===== src/rtl/extractor_stream.sv =====
// extractor_stream: streams a WIDTH-bit word as LANES-bit beats over valid/ready, LSB or MSB chunk first
module extractor_stream #(
  parameter int WIDTH = 12,
  parameter int LANES = 4,
  parameter bit MSB_FIRST = 1'b0,
  localparam int BEATS = (WIDTH + LANES - 1) / LANES,
  localparam int IW = BEATS > 1 ? $clog2(BEATS) : 1
) (
  input  logic             clk,
  input  logic             rst,
  input  logic             flush,
  input  logic             in_valid,
  output logic             in_ready,
  input  logic [WIDTH-1:0] in_data,
  output logic             out_valid,
  input  logic             out_ready,
  output logic [LANES-1:0] out_data,
  output logic [IW-1:0]    out_idx,
  output logic             out_last,
  output logic             busy
);
  localparam int PW = BEATS * LANES;
  typedef enum logic {IDLE, SHIFT} state_t;
  state_t state, state_n;
  logic [IW-1:0] cnt, cnt_n, sel;
  logic [PW-1:0] word;
  logic load, last, out_hs;
  assign busy = state == SHIFT;
  assign last = busy && cnt == IW'(BEATS - 1);
  assign sel = MSB_FIRST ? IW'(BEATS - 1) - cnt : cnt;
  assign out_valid = busy;
  assign out_last = last;
  assign out_idx = busy ? sel : '0;
  assign out_data = busy ? word[sel*LANES +: LANES] : '0;
  assign in_ready = !rst && !flush && (!busy || (last && out_ready));
  assign load = in_valid && in_ready;
  assign out_hs = busy && out_ready;
  always_comb begin
    state_n = flush ? IDLE : load ? SHIFT : (out_hs && last) ? IDLE : state;
    cnt_n = (out_hs && !last && !flush) ? cnt + 1'b1 : (flush || load || out_hs) ? '0 : cnt;
  end
  always_ff @(posedge clk or posedge rst) begin
    if (rst) begin
      state <= IDLE;
      cnt <= '0;
      word <= '0;
    end else begin
      state <= state_n;
      cnt <= cnt_n;
      if (load) word <= PW'(in_data);
    end
  end
endmodule


===== config.mk =====
export PLATFORM = sky130hd
export DESIGN_NAME = extractor_stream
export DESIGN_NICKNAME = d
export VERILOG_FILES = /design/src/rtl/extractor_stream.sv
export SDC_FILE = /design/constraint.sdc
export NUM_CORES = 1
export LEC_CHECK = 0
export CAP_MARGIN = 20
export CORE_ASPECT_RATIO = 1.2
export CORE_UTILIZATION = 25
export CTS_CLUSTER_DIAMETER = 40
export DETAILED_ROUTE_END_ITERATION = 12
export HOLD_SLACK_MARGIN = 0.02
export PLACE_DENSITY = 0.48
export SLEW_MARGIN = 20
export SYNTH_ARGS = -nofsm -noshare
export SYNTH_HDL_FRONTEND = slang
export SYNTH_SLANG_ARGS = --single-unit

===== constraint.sdc =====
create_clock -name clk -period 3.6 [get_ports clk]
set_input_delay 0.54 -clock clk [delete_from_list [all_inputs] [get_ports clk]]
set_output_delay 0.54 -clock clk [all_outputs]
set_load 0.01 [all_outputs]

==> run summary, run 1 <==
Critical path type: reg -> out
Setup TNS: 0 ns
CTS sink cnt: 15
Final GP Congestion: 0.686
Slew Limit Fails: 0
Max_slew headroom: 40.6%
CTS tree: done
IO Count: 27
Post-CTS Resized: 0
Worst-Skew Late Latency: 0.27 ns
CP arrival: 2.03 ns
Final period utilization: 71.3%
Worst Max-Slew Pin Slew: 0.887 ns
Die Ht: 63.7 um
Synth cell types: 19
Commonest non-fill, non-tap cell in the layout: clkdlybuf4s50_1
Syn_nets: 83
#FFs+latches synth: 15
Longest Clk Path Bufs: 2
Total CTS buffers: 3
Final hold vios: 0
Worst-case vdd ir drop: 0.163 mV
Clk slew on worst S/H paths: 0.08 ns
First-pass GRT wire length: 2680 um
Multiplexer share of the synthesized area: 22.1%
CP endpoint kind: primary output
Fillers: 325
Footprint of the multi-input gates: 380 um2
Die ar.: 3400 um2
Vias in the first global route: 566
Worst Setup Start Kind: flop
Achievable Freq: 390 MHz
Total track usage: 11.3%
Synthesized cell area: 793 um2
Syn-to-layout area delta: 38.5%
Total number of yosys warnings: 0
Critical path required time: 3.06 ns
Num rows: 22
Core Region: 3030 um2
Buffers on Ports: 26
Synthesized area per cell: 12.2 um2
XOR/XNOR share of the synthesized area: 0%
Initial antenna violation count: 0
Gate Count Post-Synth: 65
Diodes inserted: 0
Post-DRT Antenna Nets: 0
Min-Delay Path Class: reg -> reg
GRT overflow: 0
DP HPWL: 1210 um
Layout cells sized above 1: 27.5%
H-Tree Depth: 1
Setup violators final: 0
Minimum clock period: 2.57 ns
Hold-fix buffers, CTS: 0
Status: complete, no violations
DRT Pass-1 Iters: 3
Seq/Total Area, Yosys: 47.3%
Fin nets: 110
Buffer count from post-CTS setup fixing: 0
Adder-cell share of the synthesized area: 1.58%
Layout Skew: 0.00114 ns
Root Driver: clkbuf_4
Largest net degree at the start of global routing: 16
Worst Path Max Fanout: 11
MaxCap Viol Count: 0
Remaining DRCs: 0
Reg area: 375 um2
Avg WL per Cell: 13.5 um
Pwr dens: 374 nW/um2
Hold Slack: 0.511 ns
Initial Util: 26.2%
Unrepaired setup endpoints after global routing: no
Largest family of logic cells by synthesized area: multiplexers
Number of DRC markers in iteration 0: 6
Compound-Gate Fraction of Synth Area: 7.57%
Die Wd: 53.4 um
Routed WL: 1710 um
Area share of and/or/nand/nor cells after synthesis: 16.7%
Routed vias/inst: 4.64
Vias: 589
Commonest cells after routing, fill and taps aside: clkdlybuf4s50_1 (26), dfrtp_1 (15), mux2_2 (12), and2_2 (7)
Leakage power: 0.429 nW
## stage by stage
stage	utilization, %	power (mW)	instance area, um2	setup slack, ns	std cells
2_1_floorplan	-	0.280	793	1.69	65
3_3_place_gp	35.4	0.321	1070	1.14	123
3_5_place_dp	35.4	0.324	1070	1.11	123
4_1_cts	36.3	0.420	1100	1.02	127
5_1_grt	36.3	0.441	1100	0.946	127
6_report	36.3	0.411	1100	1.03	127
## power breakdown
part	internal, mW	switching (mW)
Combinational	0.0655	0.0323
Sequential	0.201	0.0200
Clock	0.0429	0.0491
## per-layer routing
metal	share of wire, %	routed length [um]	track usage (%)
met5	0	0	0
met4	2.0	34	7.89
met3	6.1	104	1.93
met2	51	876	18.3
met1	41	698	12.9
## final timing paths
kind	from	end	slack, ns	cells past startpoint
max	cnt[1]	in_ready	1.03	4
min	word[9]	word[9]	0.51	1
max reg2reg	cnt[1]	word[5]	1.25	4
min reg2reg	word[9]	word[9]	0.51	1
max in group asynchronous	rst	word[9]	2.49	2
min in group asynchronous	rst	word[7]	0.74	2
## worst max-delay path, stage by stage (launching register included)
cell and delay [ns]:
dfrtp_1 0.63, ha_1 0.34, a21boi_4 0.10, nor3_1 0.13
clkdlybuf4s50_1 0.56
## sequential cells by signal (all words and copies together) (netlist names)
name  cells
word     12
cnt       2
busy      1
## area by class of cell
class | count | share of cell area (%)
sequential | 15 | 34.2
timing repair buffer | 26 | 23.7
tap | 36 | 4.10
inverter | 3 | 1.03
clock buffer | 4 | 2.39
multi-input combinational | 43 | 34.6
## Yosys cell counts
master     n  area [um2]
mux2i_1    4        40.0
nand3b_1   2        15.0
inv_1      3        11.3
and2_2     7        52.6
o22ai_1    2        12.5
dfrtp_1   15         375
mux2_2    12         135
nor4b_4    1        23.8
clkbuf_1   2        7.51
a21boi_4   1        18.8
ha_1       1        12.5
nand2_1    3        11.3
a21o_2     1        8.76
o21ai_0    4        20.0
buf_6      1        11.3
buf_4      1        7.51
nand3_1    2        10.0
or4_1      2        15.0
nor3_1     1        5.00
## kinds of logic (layout without fill, tap and decap cells)
kind of cell | after synthesis | in the layout
multiplexers | 16 | 16
AO/OA/AOI/OAI | 8 | 8
adder cells (fa/ha/maj) | 1 | 1
AND/OR/NAND/NOR | 18 | 18
buffers and inverters | 7 | 33
flip-flops | 15 | 15
Note: power is estimated with default switching activity, not from simulation.
==> run 2, diff against run 1 <==
--- a/config.mk
+++ b/config.mk
@@ -11,7 +11,7 @@
 export CTS_CLUSTER_DIAMETER = 40
 export DETAILED_ROUTE_END_ITERATION = 12
 export HOLD_SLACK_MARGIN = 0.02
-export PLACE_DENSITY = 0.48
+export PLACE_DENSITY = 0.5
 export SLEW_MARGIN = 20
 export SYNTH_ARGS = -nofsm -noshare
 export SYNTH_HDL_FRONTEND = slang
==> constraint.sdc (replaced) <==
create_clock -name clk -period 2.1 [get_ports clk]
set_input_delay 0.315 -clock clk [delete_from_list [all_inputs] [get_ports clk]]
set_output_delay 0.315 -clock clk [all_outputs]
set_load 0.01 [all_outputs]
==> run 2 against run 1 <==
Net effect: clock power is 73% higher; largest power group unchanged; sequential cell count stayed put; critical path depth unchanged; sequential share of layout area is 1.6 points lower; core utilization up 1.9 points; via count rose by 1.9%; first-iteration DRC count grew 33%; critical path type unchanged; worst setup slack worse by 0.86 ns.
==> run summary, run 2 (synthesis results as in run 1) <==
Status: complete, no violations
Max_slew headroom: 62.0% (+21 points)
CTS tree: done
Worst-Skew Late Latency: 0.27 ns (about the same)
First-pass GRT wire length: 2770 um (+3.6%)
Die Wd: 53.4 um (unchanged)
Setup slack, reg-to-reg: 0.45 ns (-0.80 ns)
Hold-fix buffers, CTS: 0 (unchanged)
Pwr dens: 613 nW/um2 (+64%)
Initial Util: 26.2% (unchanged)
Clock power frac: 22.5% (about the same)
Diodes inserted: 0 (unchanged)
Unrepaired setup endpoints after global routing: no
Final hold vios: 0 (unchanged)
Commonest cells after routing, fill and taps aside: clkdlybuf4s50_1 (21), dfrtp_1 (14), mux2_2 (12), and2_2 (7)
Initial antenna violation count: 0 (unchanged)
Setup violators final: 0 (unchanged)
Leakage power: 0.485 nW (+13%)
Critical path required time: 1.78 ns (-1.28 ns)
CP arrival: 1.61 ns (-0.42 ns)
Worst Setup Start Kind: flop
Combinational Power Share: 24.4% (+0.6 points)
Gr busiest metal: met2
Num rows: 22 (unchanged)
Worst-case vdd ir drop: 0.264 mV (+62%)
Total track usage: 11.6% (+0.29 points)
Core Region: 3030 um2 (unchanged)
Number of DRC markers in iteration 0: 8 (+2)
Vias in the first global route: 636 (+12%)
Critical path type: reg -> out
H-Tree Depth: 1 (unchanged)
Setup TNS: 0 ns (unchanged)
Routed WL: 1630 um (-4.8%)
Syn-to-layout area delta: 45.6%
Die Ht: 63.7 um (unchanged)
Clk slew on worst S/H paths: 0.08 ns (about the same)
Worst setup margin: 0.178 ns (-0.855 ns)
Post-Route Utilization: 38.1% (+1.9 points)
Met3 global-route usage: 1.69% (-0.24 points)
CTS sink cnt: 15 (unchanged)
Post-DRT Antenna Nets: 0 (unchanged)
Vias: 600 (+1.9%)
Sw power: 0.177 mW (+75%)
IO Count: 27 (unchanged)
DRT Pass-1 Iters: 2 (-1)
Sw Share: 25.0% (+0.33 points)
Pre-CTS setup slack: 0.0970 ns (-1.01 ns)
DP HPWL: 1250 um (+2.7%)
Worst Max-Slew Pin Slew: 0.569 ns (-0.318 ns)
Routed vias/inst: 4.58 (-1.2%)
Total CTS buffers: 3 (unchanged)
MaxCap Viol Count: 0 (unchanged)
Longest Clk Path Bufs: 2 (unchanged)
Slew Limit Fails: 0 (unchanged)
CP endpoint kind: primary output
Die ar.: 3400 um2 (unchanged)
Commonest non-fill, non-tap cell in the layout: clkdlybuf4s50_1
Achievable Freq: 520 MHz
Final GP Congestion: 0.724 (+5.5%)
Max reg flops: 12 (unchanged)
Minimum clock period: 1.92 ns
Fin nets: 114 (+3.6%)
Avg WL per Cell: 12.5 um (-7.7%)
Power, Total: 0.708 mW (+72%)
Internal power: 0.531 mW (+72%)
Layout cells sized above 1: 32.6% (+5.2 points)
Met1 Use GR: 12.7% (-0.15 points)
Flop pwr share: 53.2% (-0.6 points)
Grt met2 use: 19.1% (+0.78 points)
Layout Skew: 0.00214 ns (+0.00100 ns)
Buffers on Ports: 26 (unchanged)
Final period utilization: 91.5%
Largest Register: word
Root Driver: clkbuf_4
Min-Delay Path Class: reg -> reg
GRT overflow: 0 (unchanged)
Placed cells: 125 (+1.6%)
Largest net degree at the start of global routing: 16 (unchanged)
Worst Path Max Fanout: 4 (-7)
Final non-filler cell total: 131 (+3.1%)
Remaining DRCs: 0 (unchanged)
[run 2: path summary, 6_finish.rpt]
| check | from | end | depth (start not counted) |
|---|---|---|---|
| min in group asynchronous | rst | word[10] | 2 |
| setup / recovery | cnt[0] | out_last | 4 |
| hold / removal | word[10] | word[10] | 1 |
| hold reg to reg | word[10] | word[10] | 1 |
| setup reg to reg | cnt[0] | word[5] | 6 |
| max in group asynchronous | rst | cnt[1] | 2 |
[run 2: final cells by class]
class	count	area, um2
Clock buffer	4	26.3
Tap cell	36	45.0
Fill cell	319	1870
Timing Repair Buffer	30	313
Inverter	3	11.3
Multi-Input combinational cell	43	383
Sequential cell	15	377
[run 2: worst max-delay path, cell delays in order, from the launching register on]
cell and delay [ns]:
dfrtp_1 0.39, inv_1 0.06, ha_2 0.22, and2_2 0.15, clkdlybuf4s50_1 0.52
[run 2: power by group through the flow]
stage	combinational, mW	sequential (mW)	clock (mW)
global route	0.191	0.386	0.178
finish	0.173	0.376	0.159
floorplan	0.108	0.373	0
CTS	0.177	0.379	0.166
detailed placement	0.180	0.385	0
global placement	0.176	0.386	0
[run 2: layer usage]
| metal | vias up | share of wire [%] |
|---|---|---|
| li1 | 291 | - |
| met1 | 285 | 42 |
| met5 | - | 0 |
| met3 | 4 | 5.1 |
| met2 | 20 | 50 |
| met4 | 0 | 2.6 |
[run 2: metrics by stage]
| stage | area (um2) | hold slack [ns] |
|---|---|---|
| floorplan | 793 | 0.216 |
| global placement | 1100 | 0.494 |
| detailed placement | 1100 | 0.495 |
| CTS | 1150 | 0.515 |
| global route | 1150 | 0.534 |
| finish | 1150 | 0.512 |
[run 2: repair_timing]
| action | 4_1_cts | 5_1_grt |
|---|---|---|
| setup endpoints to repair | 6 | 1 |
| setup buffers | 2 | 0 |
| gates resized for setup | 5 | 2 |
==> run 3, diff against run 2 <==
--- a/config.mk
+++ b/config.mk
@@ -10,6 +10,7 @@
 export CORE_UTILIZATION = 25
 export CTS_CLUSTER_DIAMETER = 40
 export DETAILED_ROUTE_END_ITERATION = 12
+export GPL_ROUTABILITY_DRIVEN = 0
 export HOLD_SLACK_MARGIN = 0.02
 export PLACE_DENSITY = 0.5
 export SLEW_MARGIN = 20
==> results of run 3 <==
Final layout, timing and power as in run 2 (identical DEF).
